[config.mk]
export PLATFORM = sky130hd
export DESIGN_NAME = memory_access
export DESIGN_NICKNAME = d
export VERILOG_FILES = /design/src/rtl/memory_access.sv
export SDC_FILE = /design/constraint.sdc
export NUM_CORES = 1
export LEC_CHECK = 0
export ABC_CLOCK_PERIOD_IN_PS = 2410
export BUFFER_PORTS_ARGS = -buffer_cell sky130_fd_sc_hd__buf_2
export CAP_MARGIN = 20
export CORE_MARGIN = 1
export CORE_UTILIZATION = 35
export DETAILED_ROUTE_END_ITERATION = 7
export SLEW_MARGIN = 20
export SYNTH_ARGS = -nofsm -noshare
export SYNTH_HDL_FRONTEND = slang
export SYNTH_SLANG_ARGS = --single-unit
[constraint.sdc]
create_clock -name clk -period 2.41 [get_ports clk]
set_input_delay 0.1205 -clock clk [delete_from_list [all_inputs] [get_ports clk]]
set_output_delay 0.1205 -clock clk [all_outputs]
set_load 0.02 [all_outputs]
[src/rtl/memory_access.sv]
`default_nettype none
// ============================================================================
// Module   : memory_access
// Purpose  : Memory stage: byte/half/word loads and stores over a req/ack
//            data-memory bus, stalling upstream while an access is pending.
// Options  : MISALIGN_TRAP_EN - misaligned accesses raise bus_error instead
//            of being silently aligned.
// Revision : 1.0 - initial release
// ============================================================================

`ifndef DM_NONE
`define DM_NONE 2'd0
`define DM_BYTE 2'd1
`define DM_HALF 2'd2
`define DM_WORD 2'd3
`endif

`ifndef WB_HICCUP
`define WB_HICCUP 2'd0
`define WB_NORMAL 2'd1
`define WB_LOAD   2'd2
`define WB_OTHER  2'd3
`endif

module memory_access #(
   parameter int WAIT_LIMIT = 16
) (
   input  logic        clk,
   input  logic        reset,
   input  logic [31:0] pc_input,
   input  logic [31:0] result_input,
   input  logic [31:0] rs2_value_input,
   input  logic [1:0]  read_status_input,
   input  logic [1:0]  write_status_input,
   input  logic        load_signed_input,
   input  logic [4:0]  destination_register_number_input,
   input  logic [1:0]  write_back_type_input,
   output logic        dm_req,
   output logic        dm_we,
   output logic [31:0] dm_addr,
   output logic [31:0] dm_wdata,
   output logic [3:0]  dm_wstrb,
   input  logic        dm_ack,
   input  logic [31:0] dm_rdata,
   output logic        stall,
   output logic        bus_error,
   output logic [31:0] pc_output,
   output logic [31:0] result_output,
   output logic [4:0]  destination_register_number_output,
   output logic [1:0]  write_back_type_output,
   output logic [31:0] value_forward,
   output logic [4:0]  register_forward,
   output logic        forward_enable
);

   typedef enum logic [0:0] {
      S_IDLE   = 1'b0,
      S_ACCESS = 1'b1
   } state_t;

   localparam int c_CNT_W = (WAIT_LIMIT > 1) ? $clog2(WAIT_LIMIT) : 1;
   localparam logic [c_CNT_W-1:0] c_WAIT_LAST = c_CNT_W'(WAIT_LIMIT - 1);
`ifdef MISALIGN_TRAP_EN
   localparam logic c_TRAP_EN = 1'b1;
`else
   localparam logic c_TRAP_EN = 1'b0;
`endif

   state_t              r_state;
   state_t              w_state_next;
   logic [c_CNT_W-1:0]  r_wait_cnt;
   logic                r_is_load;
   logic                r_signed;
   logic [1:0]          r_width;
   logic [1:0]          r_lane_off;
   logic [1:0]          r_wb_type;

   logic                w_is_load;
   logic                w_is_store;
   logic                w_mem_op;
   logic                w_trap;
   logic                w_timeout;
   logic                w_misaligned;
   logic [1:0]          w_width;
   logic [1:0]          w_addr_lo;
   logic [1:0]          w_lane_off;
   logic [3:0]          w_wstrb;
   logic [31:0]         w_wdata;
   logic [31:0]         w_shifted;
   logic [31:0]         w_load_val;

   assign w_is_load  = (read_status_input != `DM_NONE);
   assign w_is_store = (write_status_input != `DM_NONE);
   assign w_mem_op   = (w_is_load || w_is_store) && (write_back_type_input != `WB_HICCUP);
   assign w_width    = w_is_load ? read_status_input : write_status_input;
   assign w_addr_lo  = result_input[1:0];
   assign w_trap     = c_TRAP_EN && w_mem_op && w_misaligned;

   // Lane placement: misaligned low address bits fall away to the natural lane.
   always_comb begin
      w_misaligned = 1'b0;
      w_lane_off   = 2'b00;
      w_wstrb      = 4'b0000;
      w_wdata      = rs2_value_input;
      case (w_width)
         `DM_BYTE: begin
            w_lane_off = w_addr_lo;
            w_wstrb    = 4'b0001 << w_addr_lo;
            w_wdata    = {4{rs2_value_input[7:0]}};
         end
         `DM_HALF: begin
            w_misaligned = w_addr_lo[0];
            w_lane_off   = {w_addr_lo[1], 1'b0};
            w_wstrb      = w_addr_lo[1] ? 4'b1100 : 4'b0011;
            w_wdata      = {2{rs2_value_input[15:0]}};
         end
         `DM_WORD: begin
            w_misaligned = (w_addr_lo != 2'b00);
            w_wstrb      = 4'b1111;
         end
         default: ;
      endcase
   end

   assign w_shifted = dm_rdata >> {r_lane_off, 3'b000};

   always_comb begin
      w_load_val = w_shifted;
      case (r_width)
         `DM_BYTE: w_load_val = {{24{r_signed & w_shifted[7]}}, w_shifted[7:0]};
         `DM_HALF: w_load_val = {{16{r_signed & w_shifted[15]}}, w_shifted[15:0]};
         default:  w_load_val = w_shifted;
      endcase
   end

   always_comb begin
      w_state_next = r_state;
      w_timeout    = 1'b0;
      case (r_state)
         S_IDLE: begin
            if (w_mem_op && !w_trap) w_state_next = S_ACCESS;
         end
         S_ACCESS: begin
            if (dm_ack) begin
               w_state_next = S_IDLE;
            end else if (r_wait_cnt == c_WAIT_LAST) begin
               w_timeout    = 1'b1;
               w_state_next = S_IDLE;
            end
         end
         default: w_state_next = S_IDLE;
      endcase
   end

   always_ff @(posedge clk or negedge reset) begin
      if (!reset) r_state <= S_IDLE;
      else        r_state <= w_state_next;
   end

   always_ff @(posedge clk or negedge reset) begin
      if (!reset) begin
         dm_req                             <= 1'b0;
         dm_we                              <= 1'b0;
         dm_addr                            <= 32'd0;
         dm_wdata                           <= 32'd0;
         dm_wstrb                           <= 4'b0000;
         bus_error                          <= 1'b0;
         pc_output                          <= 32'd0;
         result_output                      <= 32'd0;
         destination_register_number_output <= 5'd0;
         write_back_type_output             <= `WB_HICCUP;
         r_wait_cnt                         <= '0;
         r_is_load                          <= 1'b0;
         r_signed                           <= 1'b0;
         r_width                            <= `DM_NONE;
         r_lane_off                         <= 2'b00;
         r_wb_type                          <= `WB_HICCUP;
      end else begin
         bus_error <= 1'b0;
         case (r_state)
            S_IDLE: begin
               pc_output                          <= pc_input;
               result_output                      <= result_input;
               destination_register_number_output <= destination_register_number_input;
               if (!w_mem_op) begin
                  write_back_type_output <= write_back_type_input;
               end else begin
                  // Writeback stays a bubble until the access resolves.
                  write_back_type_output <= `WB_HICCUP;
                  if (w_trap) begin
                     bus_error <= 1'b1;
                  end else begin
                     dm_req     <= 1'b1;
                     dm_we      <= !w_is_load;
                     dm_addr    <= {result_input[31:2], 2'b00};
                     dm_wdata   <= w_wdata;
                     dm_wstrb   <= w_is_load ? 4'b0000 : w_wstrb;
                     r_wait_cnt <= '0;
                     r_is_load  <= w_is_load;
                     r_signed   <= load_signed_input;
                     r_width    <= w_width;
                     r_lane_off <= w_lane_off;
                     r_wb_type  <= write_back_type_input;
                  end
               end
            end
            S_ACCESS: begin
               if (dm_ack || w_timeout) begin
                  dm_req   <= 1'b0;
                  dm_we    <= 1'b0;
                  dm_wstrb <= 4'b0000;
               end
               if (dm_ack) begin
                  if (r_is_load) begin
                     result_output          <= w_load_val;
                     write_back_type_output <= r_wb_type;
                  end else begin
                     write_back_type_output <= `WB_HICCUP;
                  end
               end else if (w_timeout) begin
                  bus_error              <= 1'b1;
                  write_back_type_output <= `WB_HICCUP;
               end else begin
                  r_wait_cnt <= r_wait_cnt + c_CNT_W'(1);
               end
            end
            default: ;
         endcase
      end
   end

   assign stall            = (r_state == S_ACCESS);
   assign value_forward    = result_input;
   assign register_forward = destination_register_number_input;
   assign forward_enable   = (write_back_type_input == `WB_NORMAL)
                          && (destination_register_number_input != 5'd0)
                          && (read_status_input == `DM_NONE)
                          && (r_state == S_IDLE);

endmodule

`default_nettype wire

==> run summary <==
status -> complete, no violations
layout cells sized above 1 -> 39.0%
ys async rst share -> 100%
most frequent cells in the layout -> buf_2, nand2_1, dfrtp_1
Root Buffer -> clkbuf_16
crit-path max cell delay -> 0.42 ns
WP buf/inv -> 2
Final period util -> 89.1%
Cells after Synth -> 723
Cell Rows -> 52
CTS sink cnt -> 153
clock-pin transition on the worst setup and hold timing paths -> 0.07 ns
vias in the first global route -> 6791
GRT Resource Usage Total -> 22.2%
CP delay by family, top -> compound AO/OA/AOI/OAI gates
Mean Syn Cell Area -> 9.99 sq um
Setup TNS -> 0 ns
Starting Density -> 35.7%
CTS Buf Count -> 17
PostCTS Resize Cnt -> 0
Overall Power -> 11.5 mW
CP Class -> reg2reg
GRT overflow -> 0
Placement Setup Slack -> 0.274 ns
via count -> 6682
fin cells -> 1392
Synth Area in Compound Gates -> 12.0%
Critical Path AT -> 2.46 ns
Hold Path Class -> in2reg
Peak VDD IR -> 487 uV
Hold Violations, Final -> 0
xor/xnor share of the synthesized area -> 0.242%
Layout Utilization -> 52.3%
Top FF cell, synth -> dfrtp_1
CP max-delay cell -> a222oi_1
DP Cell Count -> 1252
Setup Buffers After CTS -> 0
post-route ant nets -> 0
Max Fanout on Critical Path -> 10
data required time of the worst path -> 2.73 ns
EDFF count, synth -> 0
Net count, final -> 1254
Area contributors post-synth -> dfrtp_1, nand2_1, mux2_2
H-tree levels -> 4
area grow syn2layout -> 46.4%
WL per Instance -> 16.6 microns
CTS tree -> built
most common cell after layout, fill and taps aside -> buf_2
Synth Area in Adders -> 0.519%
post-synth top area cell -> dfrtp_1
yosys warns -> 0
Die Span X -> 146 microns
die area -> 21200 sq um
Period minus WS final -> 2.15 ns
Final Max Tran Viols -> 0
Starting DRT DRC Count -> 240
max cap viols -> 0
io pins -> 324
FMAX -> 466 MHz
worst slew pin tran -> 0.812 ns
simple-gate share of the synthesized area -> 15.3%
Final Skew -> 0.00763 ns
Filler cells -> 1887
initial antenna violation count -> 2
post-synthesis mux area share -> 12.0%
Final WS setup -> 0.264 ns
largest net degree at the start of global routing -> 78
area of the multi-input gates -> 2920 sq um
synthesis-stage register bit count -> 153
global-route wire length before repair -> 36.9 mm
Cell Chain, Critical Path -> inv_1 > ha_1 > nand3b_1 > a222oi_1 > a221oi_2 > buf_4 > a221oi_1
Worst-Skew Late Latency -> 0.42 ns
sequential area share after synthesis -> 53.0%
Die Span Y -> 146 microns
Synth top area share -> 53.0%
RSZ-0062 raised after global routing -> false
Port Buffer Count -> 321
Vias per Instance -> 4.80
Max clock buf depth -> 2
GP Congestion -> 0.831
final wirelength -> 23.1 mm
count of final setup violators -> 0
synth unique cells -> 47
cell area power density -> 1080 nW/um^2
Detailed Routing Iterations Pass 1 -> 4
Worst slew margin -> 45.8%
main combinational cell family by area after synthesis -> simple AND/OR/NAND/NOR gates
Core ar. -> 20200 sq um
Lkg Pwr -> 5.28 nW
post-route DRC violation count -> 0
register area -> 3830 sq um
dpl hpwl -> 16.1 mm
Netlist Area Pre-Place -> 7230 sq um
Setup crit end kind -> flip-flop
crit path launch type -> flip-flop
Post-CTS Hold Buffers -> 107
==> synth_stat cells (all sizes together) (2+ instances only) <==
master	count
mux2	53
a221oi	17
nor3	5
o21ai	26
nand3	6
buf	59
o2bb2ai	3
nand2	177
a22oi	16
and3	4
inv	8
a221o	2
nor2b	5
o22ai	8
nand2b	3
nand3b	3
a31oi	9
nor2	54
a21o	3
dfrtp	153
o211ai	8
ha	3
a21oi	29
mux2i	27
clkbuf	21
and2	5
xor2	2
or2	3
a22o	2
==> power by group <==
group / leakage [nW] / total, mW / internal [mW] / switching [mW]
logic: 3.14 / 4.72 / 1.77 / 2.95
clock network: 0.292 / 2.76 / 1.49 / 1.27
registers: 1.84 / 3.98 / 3.48 / 0.500
==> worst min-delay path, stage by stage <==
cell and delay, ns:
buf_2 0.10, mux2i_1 0.06, o21ai_0 0.13
==> per-layer routing <==
| metal | track usage, % | part of all wire (%) | vias to the layer above |
|---|---|---|---|
| met5 | 0 | 0.056 | - |
| met4 | 6.68 | 1.5 | 2 |
| met3 | 5.55 | 6.0 | 26 |
| met2 | 38.0 | 49 | 245 |
| met1 | 27.5 | 43 | 3199 |
| li1 | - | - | 3210 |
==> layout make-up <==
cell class / instances / share of cell area, %
sequential: 153 / 36.2
multi-input combinational: 483 / 27.6
timing repair buffer: 445 / 26.9
clock buffer: 17 / 4.02
tap: 270 / 3.19
clock inverter: 15 / 1.70
inverter: 8 / 0.284
antenna: 1 / 0.0237
==> kinds of logic after synthesis <==
group | after synthesis
multiplexers | 80
other | 1
buffers and inverters | 88
adder cells (fa/ha/maj) | 3
AND/OR/NAND/NOR | 268
AO/OA/AOI/OAI | 128
XOR/XNOR | 2
flip-flops | 153
==> metrics by stage <==
step | instance area (sq um) | hold slack, ns
6_report | 10600 | 0.0238
2_1_floorplan | 7230 | -0.175
4_1_cts | 10600 | 0.000935
3_5_place_dp | 8900 | 0.116
5_1_grt | 10600 | 0.0198
3_3_place_gp | 8890 | 0.111
==> state kept, by name (all words and copies together) (netlist names), 2 cells and up <==
name and flops:
pc_output 32, destination_register_number_output 5, result_output 32, r_wb_type 2, write_back_type_output 2, r_wait_cnt 4, dm_wstrb 4, r_lane_off 2
r_width 2, dm_addr 30, dm_wdata 32
==> path summary, 6_finish.rpt <==
path | startpoint | to | slack (ns) | cells after the start
max | r_width[0]$_DFFE_PN0P_ | result_output[20]$_DFFE_PN0P_ | 0.26 | 7
max reg2reg | r_width[0]$_DFFE_PN0P_ | result_output[20]$_DFFE_PN0P_ | 0.26 | 7
max in group asynchronous | reset | dm_addr[16]$_DFFE_PN0P_ | 1.53 | 3
min reg2reg | dm_wdata[1]$_DFFE_PN0P_ | dm_wdata[1]$_DFFE_PN0P_ | 0.47 | 2
min | rs2_value_input[12] | dm_wdata[12]$_DFFE_PN0P_ | 0.02 | 3
min in group asynchronous | reset | pc_output[2]$_DFFE_PN0N_ | 0.20 | 2
(Power assumes the default switching activity.)
